--- config.mk ---
export PLATFORM = sky130hd
export DESIGN_NAME = o41ai_bist
export DESIGN_NICKNAME = d
export VERILOG_FILES = /design/src/rtl/o41ai_bist_pkg.sv /design/src/rtl/o41ai_bist_misr.sv /design/src/rtl/o41ai_bist.sv
export SDC_FILE = /design/constraint.sdc
export NUM_CORES = 1
export LEC_CHECK = 0
export CAP_MARGIN = 30
export CORE_MARGIN = 2
export CORE_UTILIZATION = 25
export DETAILED_ROUTE_END_ITERATION = 8
export PLACE_DENSITY = 0.46
export SYNTH_ARGS = -nofsm -noshare
export SYNTH_HDL_FRONTEND = slang
export SYNTH_SLANG_ARGS = --single-unit
--- constraint.sdc ---
create_clock -name CLK -period 5.35 [get_ports CLK]
set_clock_uncertainty 0.05 [all_clocks]
set_input_delay 0.8025 -clock CLK [delete_from_list [all_inputs] [get_ports CLK]]
set_output_delay 0.8025 -clock CLK [all_outputs]
set_load 0.02 [all_outputs]
--- src/rtl/o41ai_bist_pkg.sv ---
// o41ai_bist_pkg: shared states, vector constants, MISR constants and golden model of the o41ai cell
package o41ai_bist_pkg;
  typedef enum logic [2:0] {ST_IDLE, ST_APPLY, ST_WAIT, ST_SAMPLE, ST_DONE} state_t;
  localparam int VEC_W = 5;
  localparam int NUM_VEC = 32;
  localparam logic [15:0] MISR_SEED = 16'hFFFF;
  localparam logic [15:0] MISR_TAPS = 16'hB400;
  function automatic logic exp_y(input logic [VEC_W-1:0] v);
    return ~(v[4] & |v[3:0]);
  endfunction
endpackage

--- src/rtl/o41ai_bist_misr.sv ---
// o41ai_bist_misr: 16-bit MISR compressing sampled Y, seeded at run start
module o41ai_bist_misr
  import o41ai_bist_pkg::*;
(
  input  logic        clk,
  input  logic        rst,
  input  logic        seed,
  input  logic        en,
  input  logic        y,
  output logic [15:0] sig
);
  // shift in tap parity xor Y on every sample; X on Y deliberately propagates
  always_ff @(posedge clk or posedge rst)
    if (rst) sig <= MISR_SEED;
    else if (seed) sig <= MISR_SEED;
    else if (en) sig <= {sig[14:0], ^(sig & MISR_TAPS) ^ y};
endmodule

--- src/rtl/o41ai_bist.sv ---
// o41ai_bist: exhaustive self-test of one o41ai cell; optional signature with O41AI_BIST_MISR_EN
module o41ai_bist
  import o41ai_bist_pkg::*;
#(
  parameter int SETTLE_CYCLES = 2,
  parameter int CNT_W = 6
) (
  input  logic             CLK,
  input  logic             RESET,
  input  logic             START,
  output logic             A1,
  output logic             A2,
  output logic             A3,
  output logic             A4,
  output logic             B1,
  input  logic             Y,
  output logic             BUSY,
  output logic             DONE,
  output logic             PASS,
  output logic [CNT_W-1:0] ERR_CNT,
  output logic             FAIL_VALID,
`ifdef O41AI_BIST_MISR_EN
  output logic [4:0]       FIRST_FAIL,
  output logic [15:0]      SIGNATURE
`else
  output logic [4:0]       FIRST_FAIL
`endif
);
  localparam logic [VEC_W-1:0] LAST_VEC = VEC_W'(NUM_VEC - 1);
  state_t state_q, state_d;
  logic [VEC_W-1:0] v_q;
  logic [3:0] cnt_q;
  logic start_go, sample, miss;
  assign start_go = START && (state_q == ST_IDLE || state_q == ST_DONE);
  assign sample = state_q == ST_SAMPLE;
  assign miss = sample && (Y !== exp_y(v_q));
  assign {B1, A4, A3, A2, A1} = v_q;
  assign BUSY = state_q == ST_APPLY || state_q == ST_WAIT || state_q == ST_SAMPLE;
  assign DONE = state_q == ST_DONE;
  assign PASS = DONE && ERR_CNT == '0;
  // next-state: walk APPLY/WAIT/SAMPLE per vector until the last one is sampled
  always_comb begin
    state_d = state_q;
    case (state_q)
      ST_IDLE, ST_DONE: state_d = START ? ST_APPLY : state_q;
      ST_APPLY:         state_d = ST_WAIT;
      ST_WAIT:          state_d = (cnt_q == 4'd1) ? ST_SAMPLE : ST_WAIT;
      ST_SAMPLE:        state_d = (v_q == LAST_VEC) ? ST_DONE : ST_APPLY;
      default:          state_d = ST_IDLE;
    endcase
  end
  // state, vector (which is also the pin drive), settle counter and error bookkeeping
  always_ff @(posedge CLK or posedge RESET) begin
    if (RESET) begin
      state_q <= ST_IDLE;
      v_q <= '0;
      cnt_q <= '0;
      ERR_CNT <= '0;
      FAIL_VALID <= 1'b0;
      FIRST_FAIL <= '0;
    end else begin
      state_q <= state_d;
      if (state_q == ST_APPLY) cnt_q <= 4'(SETTLE_CYCLES);
      else if (state_q == ST_WAIT) cnt_q <= cnt_q - 4'd1;
      if (start_go) begin
        v_q <= '0;
        ERR_CNT <= '0;
        FAIL_VALID <= 1'b0;
        FIRST_FAIL <= '0;
      end
      if (sample && v_q != LAST_VEC) v_q <= v_q + 1'b1;
      if (miss && ERR_CNT != '1) ERR_CNT <= ERR_CNT + 1'b1;
      if (miss && !FAIL_VALID) begin
        FAIL_VALID <= 1'b1;
        FIRST_FAIL <= v_q;
      end
    end
  end
`ifdef O41AI_BIST_MISR_EN
  o41ai_bist_misr u_misr (
    .clk (CLK),
    .rst (RESET),
    .seed(start_go),
    .en  (sample),
    .y   (Y),
    .sig (SIGNATURE)
  );
`endif
endmodule

* Yosys cells after proc, flatten, opt, wreduce, memory -nomap -nowiden
Index checks and enable logic that the tools add are counted.
** Cells by class
- Add/subtract/negate cells :: 3
- Multipliers :: 0
- Div/mod/pow operators :: 0
- Order comparisons :: 0
- Equal/unequal tests :: 10
- Shifts and indexed selects :: 0
- Mux-type cells :: 13
- Bitwise logic cells :: 2
- Reductions and logical operators :: 18
** Operators by type and width (number)
- $mux 5 :: 3
- $mux 6 :: 2
- $pmux 3 s4 :: 1
- $mux 4 :: 2
- $reduce_bool 2->1 :: 4
- $add 6x1->6 const B :: 1
- $eq 3x2->1 const B :: 2
- $logic_and 1x1->1 :: 6
- $logic_not 6->1 :: 1
- $mux 3 :: 2
- $ne 6x6->1 const B :: 1
- $add 5x1->5 const B :: 1
- $eq 5x5->1 const B :: 1
- $ne 5x5->1 const B :: 1
- $eq 4x1->1 const B :: 1
- $reduce_or 4->1 :: 1
- $sub 4x1->4 const B :: 1
- $eq 3x1->1 const B :: 1
- $eq 3x3->1 const B :: 1
- $logic_not 3->1 :: 1
- $logic_or 1x1->1 :: 3
- $mux 1 :: 3
- $ne 2x2->1 const B :: 1
- $reduce_or 2->1 :: 1
- other kinds (4) :: 4
** Storage, ports and cells
- Register bits after elaboration :: 24
- Bits in latches :: 0
- RAM bits :: 0
- Bits in read-only memories :: 0
- Output and inout bits :: 20
- Word-level logic and storage cells :: 52
- Memories :: 0

* Depth between registers and ports, before layout
- Depth in word-level cells :: 7
- Mapped depth :: 7
- Mapped depth without buffers :: 7

* Least setup slack after synthesis
OpenSTA, ideal clock, no wires.
- Kind :: register -> output
- From :: register ERR_CNT[0]
- To :: output port PASS
- Arrival time :: 1.728 ns
- Slack :: 2.769 ns
- Cell stages (with the launch flop) :: 5
- Path buffers :: 0
- Cell sequence :: dfrtp_1 > inv_1 > ha_1 > or4b_2 > nor3_1
** Between the ends
- Word-level cells in the longest chain between the ends :: 2
** Ends and longest elaborated chain
- start, declared :: RTL line o41ai_bist.sv:20 : output logic [CNT_W-1:0] ERR_CNT,
- start signal, assigned :: RTL line o41ai_bist.sv:72 : if (miss && ERR_CNT != '1) ERR_CNT <= ERR_CNT + 1'b1;
- $logic_not 6->1 :: RTL line o41ai_bist.sv:40 : assign PASS = DONE && ERR_CNT == '0;
- $logic_and 1x1->1 :: RTL line o41ai_bist.sv:40
- end, declared :: RTL line o41ai_bist.sv:19 : output logic PASS,
Every way passes these cells.

* Worst setup path after layout
Same ends and word-level chain as after synthesis.

==> results.cfg <==
[placed_design]
port-buffer-count = 23
place_ws_ps = 2520
place_congestion = 0.757
placed_cells = 229
dp_hpwl_mm = 2.17

[logic_synthesis]
syn_inst = 139
synth_edf_count = 0
ys_types = 35
synth_area_leaders = dfrtp_1, ha_1, nand2_1
avgSynthCellArea_um2 = 9.62
synth_top_area_share = 0.449
synth.net_count = 150
synth_warnings = 0
async_flop_share = 1.00
synth-seq-cells = 24
yosysTopAreaCell = dfrtp_1
syn-cell-area_um2 = 1340
synth_flop_cell = dfrtp_1
yosysSeqAreaShare = 0.449

[die]
pin_count = 24
start_util = 0.260
floorplan.rows = 26
die_height_um = 77.1
die-area_um2 = 5950
die_x_um = 77.1
core_area_um2 = 5140

[cells_and_area]
fin_nets = 175
final_layout_size_suffix_gt1_frac = 0.0798
fin_cells = 233
syn_to_final_growth_pct = 27.7
antenna_cells = 0
utilization = 0.332

[pwr]
p_sw_mw = 0.293
clkPwrFrac = 0.169
p_total_mw = 0.730
swShare = 0.402
p_leak_nw = 0.738
seqPwrFrac = 0.391
combPwrFrac = 0.440
pwr_density_cell_nw_per_um2 = 428
power.internal_mw = 0.437
ir_drop_v = 0.000229

[setup_path]
crit_path_max_incr_delay_ps = 620
critPathRequiredTime_ps = 4500
r2r_end = v_q[2]
critical_path_class = register to output pin
cp_data_arrival_time_ps = 2260
r2r-start = v_q[0]
crit_path_cell_trace = inv_1, ha_1, or4b_2, nor3_1, clkdlybuf4s50_1
crit_path_start = ERR_CNT[0]
crit_fanout = 5
r2r_slack_ps = 3340
cp-end-kind = output pin
startpoint_type = register
cpMaxStageDelayCell = clkdlybuf4s50_1
reg2reg_depth = 7

[sta]
min_period_ps = 3110
tns_ps = 0
rsz0062_at_grt = false
maxSlewHeadroom = 0.686
worst_slew_pin_slew_ps = 469
fin_ws_ps = 2240
fin_crit_sh = 0.581
setup_violations = 0
maxClockFrequency_ghz = 0.322
slew_violations = 0
finalHoldViolCount = 0

[status]
status = completed

[clock_network]
cts_tree = done
htreeDepth = 1
post_cts_buffers = 0
cts_resized = 0
clkTransAtPathRegs_ps = 80
cts_sinks = 24
worstSkewPairLatency_ps = 260
cts_root_buf = clkbuf_8
hold_buffers = 0
cts_buffers = 3
cts.path.max_buffers = 2

[drt]
drcViolationCount = 0
totalWireLength_mm = 2.88
ant_nets = 0
vias = 1049
viasPerCell = 4.50
firstDrtPassIters = 4
drtIter0Drc = 98
post_drt_wl_per_cell_um = 12.4

[grt]
first_global_vias = 973
grt.total_usage = 0.102
antenna_found_initial = 0
gr-total-overflow = 0
grt_max_degree = 20
grt_pass1_wl_mm = 4.89

[hold_path]
holdPathStages = 1
hold_path.startpoint = cnt_q[3]
hp-class = register to register
whs_endpoint = cnt_q[3]

[flow_run]
maxCapViolations = 0
## how the worst max path moves through the flow
stage            to  slack [ps]  cells past startpoint
4_1_cts        PASS        2220                      5
6_report       PASS        2240                      5
3_5_place_dp   PASS        2520                      5
3_3_place_gp   PASS        2550                      5
5_1_grt        PASS        2120                      5
2_1_floorplan  PASS        2770                      4
## through the flow
stage,instance area (um^2),hold slack (ps)
global route,1710,475
global placement,1630,433
finish,1710,448
detailed placement,1650,436
floorplan,1340,401
CTS,1710,453
## power by group through the flow
stage	Combinational [mW]	Clock (mW)	Sequential (mW)
2_1_floorplan	0.206	0	0.297
3_3_place_gp	0.319	0	0.286
3_5_place_dp	0.325	0	0.290
4_1_cts	0.327	0.131	0.286
5_1_grt	0.364	0.143	0.295
6_report	0.321	0.123	0.286
## layout by cell type (no fill, tap or decap), types with 2 or more instances in the layout
master	n
or3_1	2
mux2i_1	6
nand2_1	21
o21ai_0	13
and3_1	3
nor2_1	8
xnor2_1	2
inv_1	14
a21oi_1	4
nand2b_1	2
o211ai_1	2
nand4bb_1	2
nor3b_1	3
clkbuf_8	4
nor3_1	2
ha_1	7
dfrtp_1	24
clkdlybuf4s50_1	23
nand3_1	5
## logic make-up after synthesis
logic type,count (synthesis),synth area share
simple gates,55,0.225
xor+xnor,3,0.0196
compound gates,25,0.125
mux,7,0.0533
fa+ha+maj,7,0.0655
flops,24,0.449
buf+inv,18,0.0617
## registers in the layout, summed over array words and instances, names as in the netlist
signal,flops
ERR_CNT,6
FAIL_VALID,1
FIRST_FAIL,5
cnt_q,4
state_q,3
v_q,5
## Yosys cell counts (all sizes together), types with 2 or more instances
cell type	n
a21oi	4
and3	3
buf	3
dfrtp	24
ha	7
inv	14
mux2i	6
nand2	21
nand2b	2
nand3	5
nand4bb	2
nor2	9
nor3	2
nor3b	4
o211ai	2
o21ai	13
or3	2
xnor2	2
## metal layers
| layer | track usage | vias to the layer above | wire, um |
|---|---|---|---|
| met1 | 0.142 | 499 | 1350 |
| met4 | 0.0161 | 0 | 12 |
| li1 | - | 524 | - |
| met5 | 0 | - | 0 |
| met3 | 0.0306 | 2 | 151 |
| met2 | 0.158 | 24 | 1370 |
## critical path: cells and delay by family (launching register included)
| family | cells | cell delay (ps) |
|---|---|---|
| adders and majority gates | 1 | 140 |
| buffers and inverters | 2 | 700 |
| DFF | 1 | 440 |
| and+or+nand+nor | 2 | 720 |
## layout make-up
type / count / area [um^2]
fillers: 550 / 3430
multi-input cells: 97 / 654
flip-flops and latches: 24 / 601
repair buffers: 24 / 258
well taps: 70 / 87.6
clock buffers: 4 / 55.1
inverters: 14 / 52.6
Power figures use the tool's default switching activity.
